File: src/rtl/issue_unit.sv
// Single-issue arbiter: grants one reservation-station queue per cycle and books its CDB slot.
// Define ISSUE_DIV_EN to build the divide path; otherwise div is tied off and the slot array is MUL_LAT deep.
module issue_unit #(
  parameter int MUL_LAT = 4,
  parameter int DIV_LAT = 7
) (
  input  logic       clock,
  input  logic       nreset,
  input  logic       int_ready,
  input  logic       ls_ready,
  input  logic       mul_ready,
  input  logic       div_ready,
  input  logic       flush_valid,
  output logic       int_issue,
  output logic       ls_issue,
  output logic       mul_issue,
  output logic       div_issue,
  output logic       div_busy,
  output logic       cdb_owner_val,
  output logic [1:0] cdb_owner
);

`ifdef ISSUE_DIV_EN
  localparam bit DIV_EN = 1'b1;
`else
  localparam bit DIV_EN = 1'b0;
`endif
  localparam int D = DIV_EN ? DIV_LAT : MUL_LAT;

  logic [D-1:0]      own_val;
  logic [D-1:0][1:0] own_unit;
  logic              last_ls;
  logic              slot1_free;
  logic              mul_slot_free;
  logic              div_eligible;

  assign slot1_free = !own_val[1];

  // Slot D lies past the end of the array and is therefore always free.
  generate
    if (MUL_LAT < D) begin : g_mul_slot
      assign mul_slot_free = !own_val[MUL_LAT];
    end else begin : g_mul_slot_top
      assign mul_slot_free = 1'b1;
    end
  endgenerate

`ifdef ISSUE_DIV_EN
  logic [3:0] div_cnt;

  always_ff @(posedge clock or negedge nreset) begin
    if (!nreset) begin
      div_cnt <= 4'd0;
    end else if (flush_valid) begin
      div_cnt <= 4'd0;
    end else if (div_issue) begin
      div_cnt <= 4'(DIV_LAT - 1);
    end else if (div_cnt != 4'd0) begin
      div_cnt <= div_cnt - 4'd1;
    end
  end

  assign div_busy     = (div_cnt != 4'd0);
  assign div_eligible = div_ready && !div_busy;
`else
  logic unused_div;
  assign unused_div   = div_ready;
  assign div_busy     = 1'b0;
  assign div_eligible = 1'b0;
`endif

  always_comb begin
    int_issue = 1'b0;
    ls_issue  = 1'b0;
    mul_issue = 1'b0;
    div_issue = 1'b0;
    if (nreset && !flush_valid) begin
      if (div_eligible) begin
        div_issue = 1'b1;
      end else if (mul_ready && mul_slot_free) begin
        mul_issue = 1'b1;
      end else if (slot1_free) begin
        if (int_ready && ls_ready) begin
          if (last_ls) int_issue = 1'b1;
          else         ls_issue  = 1'b1;
        end else if (ls_ready) begin
          ls_issue = 1'b1;
        end else if (int_ready) begin
          int_issue = 1'b1;
        end
      end
    end
  end

  always_ff @(posedge clock or negedge nreset) begin
    if (!nreset) begin
      own_val  <= '0;
      own_unit <= '0;
      last_ls  <= 1'b0;
    end else if (flush_valid) begin
      own_val  <= '0;
      own_unit <= '0;
    end else begin
      own_val  <= {1'b0, own_val[D-1:1]};
      own_unit <= {2'b00, own_unit[D-1:1]};
      if (int_issue) begin
        own_val[0]  <= 1'b1;
        own_unit[0] <= 2'd0;
        last_ls     <= 1'b0;
      end
      if (ls_issue) begin
        own_val[0]  <= 1'b1;
        own_unit[0] <= 2'd1;
        last_ls     <= 1'b1;
      end
      if (mul_issue) begin
        own_val[MUL_LAT-1]  <= 1'b1;
        own_unit[MUL_LAT-1] <= 2'd2;
      end
`ifdef ISSUE_DIV_EN
      if (div_issue) begin
        own_val[DIV_LAT-1]  <= 1'b1;
        own_unit[DIV_LAT-1] <= 2'd3;
      end
`endif
    end
  end

  assign cdb_owner_val = own_val[0];
  assign cdb_owner     = own_unit[0];

endmodule

File: config.mk
export PLATFORM = sky130hd
export DESIGN_NAME = issue_unit
export DESIGN_NICKNAME = d
export VERILOG_FILES = /design/src/rtl/issue_unit.sv
export SDC_FILE = /design/constraint.sdc
export NUM_CORES = 1
export LEC_CHECK = 0
export ABC_AREA = 1
export CAP_MARGIN = 30
export CORE_AREA = 5 5 42 44
export CTS_CLUSTER_SIZE = 25
export DETAILED_ROUTE_END_ITERATION = 6
export DIE_AREA = 0 0 47 49
export SLEW_MARGIN = 20
export SYNTH_ARGS = -nofsm -noshare
export SYNTH_HDL_FRONTEND = slang
export SYNTH_SLANG_ARGS = --single-unit
export TNS_END_PERCENT = 20
File: constraint.sdc
create_clock -name clock -period 1.5 [get_ports clock]
set_clock_uncertainty 0.05 [all_clocks]
set_input_delay 0.3 -clock clock [delete_from_list [all_inputs] [get_ports clock]]
set_output_delay 0.3 -clock clock [all_outputs]
set_load 0.01 [all_outputs]
======== After elaboration in Yosys (flattened, before gate mapping) ========
Cells that the tools add are included.
storage, ports and cells
  register bits after elaboration ......... 13
  input port bits ......................... 7
  word-level logic and storage cells ...... 37
  output and inout bits ................... 8
operators by class
  bitwise gates (word level) .............. 1
  reduce and logical (&&, ||, !) cells .... 5
  multiplexer cells ....................... 25
operator list
  kind               count
  $mux 1             20
  $mux 8             1
  $mux 2             3
  $mux 4             1
  $logic_and 1x1->1  2
  $reduce_and 2->1   1
  $reduce_bool 2->1  1
  $logic_not 1->1    1
  $not 1->1          1

======== Logic depth before layout (Yosys ltp) ========
Gate-level depths: netlist (run 1).
  word-level depth ........................ 9
  gate-level depth with buffers ........... 6
  depth with buffers taken out ............ 6

======== Worst setup path after synthesis (run 1) ========
OpenSTA, ideal clock, no wires.
  path type ............................... reg2out
  start ................................... register own_val[1]
  end ..................................... output ls_issue
  buffers on the path ..................... 0
  path slack .............................. 0.394 ns
  data arrival time ....................... 0.756 ns
  stages on the path, launching flop included .. 4
  cell sequence ........................... dfrtp_1 -> nor2_4 -> nand4_2 -> inv_1
between the ends
  cells in the longest elaborated chain, start to end .. 3
RTL lines
  what                      RTL line  RTL
  start: declaration        30        logic [D-1:0] own_val;
  start signal: assignment  104       own_val <= {1'b0, own_val[D-1:1]};
  $mux 1                    82        end else if (slot1_free) begin
  $mux 1                    80        end else if (mul_ready && mul_slot_free) begin
  $mux 1                    77        if (nreset && !flush_valid) begin
  end: declaration          15        output logic ls_issue,
No other way between the ends.

======== Worst setup path in the final report (run 1) ========
  start ................................... register own_val[0]
  end ..................................... output cdb_owner_val
RTL lines
  what              RTL line  RTL
  end: declaration  19        output logic cdb_owner_val,
No word-level cell between the ends.

==> results.toml, run 1 <==
[place]
port_buffers = 11
gp_congestion = 0.685
post-place-cells = 64
place_area_sq_um = 489
dp_hpwl_microns = 446
dp_slack_ns = -0.525

[job]
cap_viol_max_count = 0

[route]
firstDrtPassIters = 1
drt_iter0_drc = 0
drc = 0
wl_per_cell_microns = 7.85
vias = 242
ant_nets = 0
vias_per_cell = 3.56
drt-total-wl_microns = 534

[worst_setup_path]
cp_top_family = "buffers and inverters"
path_buf_inv = 1
critPathLaunchType = "register"
crit_type = "reg -> out"
worstPathArrival_ns = 1.08
crit_start = "own_val[0]$_DFF_PN0_"
r2r-start = "own_val[1]$_DFF_PN0_"
cp_cell_sequence = "clkdlybuf4s50_1"
cp_slowest_stage_delay_ns = 0.52
cp_slowest_cell = "clkdlybuf4s50_1"
crit_path_max_fanout = 1
end_kind = "primary output"
cp.required_ns = 1.15

[timing]
rsz0062_at_grt = "false"
fmax_ghz = 0.700
timing.final.ws_setup_ns = 0.0707
min_period_over_period_pct = 95.3
final-setup-viol-count = 0
drv_slew = 0
hold-worst-slack_ns = 0.0663
fin_crit_ns = 1.43
hold_violations = 0

[yosys]
synthCells = 36
yosys.area_share.simple_pct = 30.3
synth_compound_area_share_pct = 1.41
yosys_warnings = 0
synth-seq-area-share_pct = 49.3
synth.avg_cell_area_sq_um = 9.87
synth_top_family_by_area = "simple AND/OR/NAND/NOR gates"
syn_area_sq_um = 355
synthAdderAreaFrac_pct = 0
synth.distinct_cells = 14
yosys.area_share.xor_xnor_pct = 0
synthMuxAreaShare_pct = 0
synth_seq_cells = 7

[global_routing]
grt_pass1_wl_microns = 910
grt_usage_pct = 6.24
grt-ovfl-total = 0
antenna_found_initial = 0
first_global_vias = 211
grt_max_degree = 8

[floorplanning]
fp.coreArea_sq_um = 1400
dieArea_sq_um = 2300
fp.dieW_microns = 47
pin_count = 15
std_cell_rows = 14
start_util_pct = 25.4
die_h_microns = 49

[final_layout]
fin_area_sq_um = 502
final_util_pct = 35.8
drive_gt1_share_pct = 46.2
syn_to_final_growth_pct = 41.2
mostFrequentLayoutCell = "dfrtp_1"
layout_common_cells = "dfrtp_1, inv_1, inv_2, dlygate4sd2_1, buf_4"
final_nets = 60
instances_no_fill = 68
num_antenna_cells = 0

[clock_tree]
cts_setup_buffers = 0
clkLatencyLatePin_ns = 0.24
cts-buffers-inserted = 3
htree_levels = 1
cts_sinks = 7
clkTransAtPathRegs_ns = 0.05
cts_max_path_buffers = 2
cts_tree = "done"
cts-root-buf = "clkbuf_4"

[hold_path]
min_path_type = "in -> async"

[pwr]
p_leak_nw = 0.277
ir_drop_uv = 357
power_density_nw_per_um2 = 889

[run_status]
status = "completed"
## report_power, final
group	switching, mW	leakage [nW]	internal, mW
combinational	0.0402	0.168	0.0352
sequential	0.00708	0.0938	0.201
clock	0.0612	0.0150	0.101
## cells by family after synthesis
family | Yosys count
other | 1
AND/OR/NAND/NOR | 14
flip-flops | 7
AO/OA/AOI/OAI | 1
buffers and inverters | 13
## state kept, by name (all words and copies together), names as in the netlist
name / cells
cdb_owner: 2
last_ls: 1
own_unit: 1
own_val: 3
## synthesized netlist by cell type
| cell type | n | area [sq um] |
|---|---|---|
| dfrtp_1 | 7 | 175 |
| inv_1 | 7 | 26.3 |
| buf_4 | 4 | 30.0 |
| nor2_1 | 3 | 11.3 |
| nor2_4 | 3 | 33.8 |
| and2_2 | 2 | 15.0 |
| inv_2 | 2 | 7.51 |
| nand2_1 | 2 | 7.51 |
| conb_1 | 1 | 3.75 |
| nand2_2 | 1 | 6.26 |
| nand2_4 | 1 | 11.3 |
| nand3_2 | 1 | 10.0 |
| nand4_2 | 1 | 12.5 |
| o21ai_1 | 1 | 5.00 |
## what timing repair did
action	4_1_cts	5_1_grt
hold endpoints to repair	0	0
cloned	0	0
hold buffers	0	0
endpoints found under the setup margin	3	2
pin swaps	1	1
gates resized for setup	18	3
## final timing paths
kind / end / slack (ns) / cells after the start
min: cdb_owner[1]$_DFF_PN0_ / 0.07 / 2
min in group clock: own_val[1]$_DFF_PN0_ / 0.41 / 2
max in group asynchronous: own_val[1]$_DFF_PN0_ / 1.21 / 2
max reg2reg: last_ls$_DFFE_PN0P_ / 0.51 / 5
min reg2reg: own_val[1]$_DFF_PN0_ / 0.41 / 2
max: cdb_owner_val / 0.07 / 1
## metrics by stage
step	TNS (ns)	total power, mW
floorplan	0	0.254
global placement	-1.56	0.289
detailed placement	-1.54	0.290
CTS	0	0.454
global route	0	0.485
finish	0	0.446
## layout make-up
| cell class | instances | area (sq um) |
|---|---|---|
| Sequential cell | 7 | 175 |
| Tap cell | 16 | 20.0 |
| Multi-Input combinational cell | 17 | 124 |
| Clock buffer | 4 | 26.3 |
| Timing Repair Buffer | 15 | 123 |
| Inverter | 9 | 33.8 |
| Fill cell | 158 | 900 |
## per-layer routing
metal	vias to the layer above	wire length [microns]	part of all wire (%)	global-route usage [%]
li1	131	-	-	-
met5	-	0	0	0
met2	13	217	41	6.11
met4	0	19	3.6	8.29
met3	2	68	13	3.32
met1	96	228	43	7.64
Power figures use the tool's default switching activity.
==> run 2: changes to the inputs <==
clock period = 1.2 ns   (was 1.5 ns; I/O delays follow)
==> run 2 against run 1 <==
Net effect:
- the run now ends with negative setup slack left
- combinational power increased by 31%
- largest cell class unchanged
- cell count increased by 1.5%
- via count increased by 4.5%
- clock power increased by 29%
- register-to-register slack got worse by 0.33 ns
==> results.toml, run 2 (synthesized netlist as in run 1, its figures left out) <==
[floorplanning]
fp.dieW_microns = 47
dieArea_sq_um = 2300
pin_count = 15
die_h_microns = 49
std_cell_rows = 14
fp.coreArea_sq_um = 1400
start_util_pct = 25.4

[route]
wl_per_cell_microns = 9.23
vias_per_cell = 3.67
ant_nets = 0
drc = 0
vias = 253
drt_iter0_drc = 1
drt-total-wl_microns = 637
firstDrtPassIters = 2

[pwr]
clockPowerShare_pct = 36.7
power_density_nw_per_um2 = 1090
report.power.total_mw = 0.568
p_sw_mw = 0.143
intPower_mw = 0.425
seqPwrFrac_pct = 46.0
p_leak_nw = 0.281
pwr-share-comb_pct = 17.3
swShare_pct = 25.2
ir_drop_uv = 305

[hold_path]
holdPathStages = 2
hold_start = "mul_ready"
whs_endpoint = "own_unit[7]$_DFF_PN0_"
min_path_type = "in -> reg"

[global_routing]
antenna_found_initial = 0
grt_pass1_wl_microns = 1040
first_global_vias = 271
grt-ovfl-total = 0
grt_max_degree = 8
grt_usage_pct = 7.07

[clock_tree]
cts_max_path_buffers = 2
clkTransAtPathRegs_ns = 0.05
cts_setup_buffers = 0
cts-buffers-inserted = 3
cts_tree = "done"
cts_sinks = 7
htree_levels = 1
cts-root-buf = "clkbuf_4"
clkLatencyLatePin_ns = 0.24

[worst_setup_path]
critPathLaunchType = "register"
r2r-start = "own_val[1]$_DFF_PN0_"
crit_path_max_fanout = 2
end_kind = "primary output"
reg2reg_depth = 5
r2r_slack_ns = 0.18
worstPathArrival_ns = 1.04
crit_type = "reg -> out"
r2r_end = "last_ls$_DFFE_PN0P_"
cp.required_ns = 0.91

[final_layout]
mostFrequentLayoutCell = "dfrtp_1"
drive_gt1_share_pct = 43.4
instances_no_fill = 69
final_nets = 61
regMostFlops = "own_val"
largest_reg_flops = 3
num_antenna_cells = 0
final_util_pct = 37.2
layout_common_cells = "dfrtp_1, inv_1, dlygate4sd2_1, clkdlybuf4s15_1, buf_4"
syn_to_final_growth_pct = 46.8

[timing]
drv_slew = 0
hold_violations = 0
min_period_over_period_pct = 111
final-setup-viol-count = 2
fin_crit_ns = 1.33
hold-worst-slack_ns = 0.403
fmax_ghz = 0.751
rsz0062_at_grt = "true"
timing.final.ws_setup_ns = -0.131
tns_ns = -0.262

[place]
port_buffers = 11
post-place-cells = 64
dp_hpwl_microns = 512
gp_congestion = 0.697

[job]
cap_viol_max_count = 0

[run_status]
violations = "negative setup slack"
status = "finished with violations"
[run 2: cell types whose count changed in the layout (fill, tap and decap cells not counted), moves of 2 or more]
cell             delta
buf_6               +2
clkdlybuf4s50_1     -3
buf_2               -2
clkdlybuf4s15_1     +4
[run 2: stage by stage]
stage	instance area (sq um)	setup slack, ns
2_1_floorplan	359	0.154
3_3_place_gp	489	-0.697
3_5_place_dp	489	-0.698
4_1_cts	518	-0.155
5_1_grt	522	-0.219
6_report	522	-0.131
[run 2: worst max path at each step]
stage	start	to	slack, ns
after global routing	own_val[1]$_DFF_PN0_	ls_issue	-0.22
after floorplan	own_val[1]$_DFF_PN0_	ls_issue	0.15
after detailed placement	nreset	int_issue	-0.70
after CTS	own_val[1]$_DFF_PN0_	ls_issue	-0.16
final	own_val[1]$_DFF_PN0_	int_issue	-0.13
after global placement	nreset	int_issue	-0.70
[run 2: final cells by class]
class	count	area, sq um
Sequential cell	7	175
Multi-Input combinational cell	17	124
Inverter	9	33.8
Fill cell	147	880
Clock buffer	4	26.3
Timing Repair Buffer	16	143
Tap cell	16	20.0
[run 2: per-layer routing]
| metal | part of all wire, % | up-vias | GRT usage (%) |
|---|---|---|---|
| met3 | 5.8 | 2 | 2.21 |
| met5 | 0 | - | 0 |
| li1 | - | 132 | - |
| met1 | 40 | 108 | 6.67 |
| met4 | 3.0 | 0 | 9.68 |
| met2 | 51 | 11 | 9.73 |
[run 2: power by group through the flow]
stage,logic (mW),registers (mW),clock network [mW]
3_3_place_gp,0.0984,0.264,0
6_report,0.0984,0.261,0.209
2_1_floorplan,0.0542,0.263,0
5_1_grt,0.110,0.263,0.242
3_5_place_dp,0.0999,0.264,0
4_1_cts,0.0995,0.261,0.220
[run 2: what timing repair did]
action	CTS	global route
gates resized for setup	26	3
endpoints found under the setup margin	6	6
endpoints found under the hold margin	7	0
hold buffers	1	0
pin swaps	3	0
[run 2: worst max-delay path: stages (launching register included)]
cell and delay, ns:
dfrtp_1 0.41, nor2_4 0.11, nand2_2 0.07, nor2_4 0.10
buf_6 0.11
==> run 3: changes to the inputs <==
HOLD_SLACK_MARGIN = 0.02   (was default)
==> results of run 3 <==
The final DEF is identical to that of run 2; final timing and power are the same.
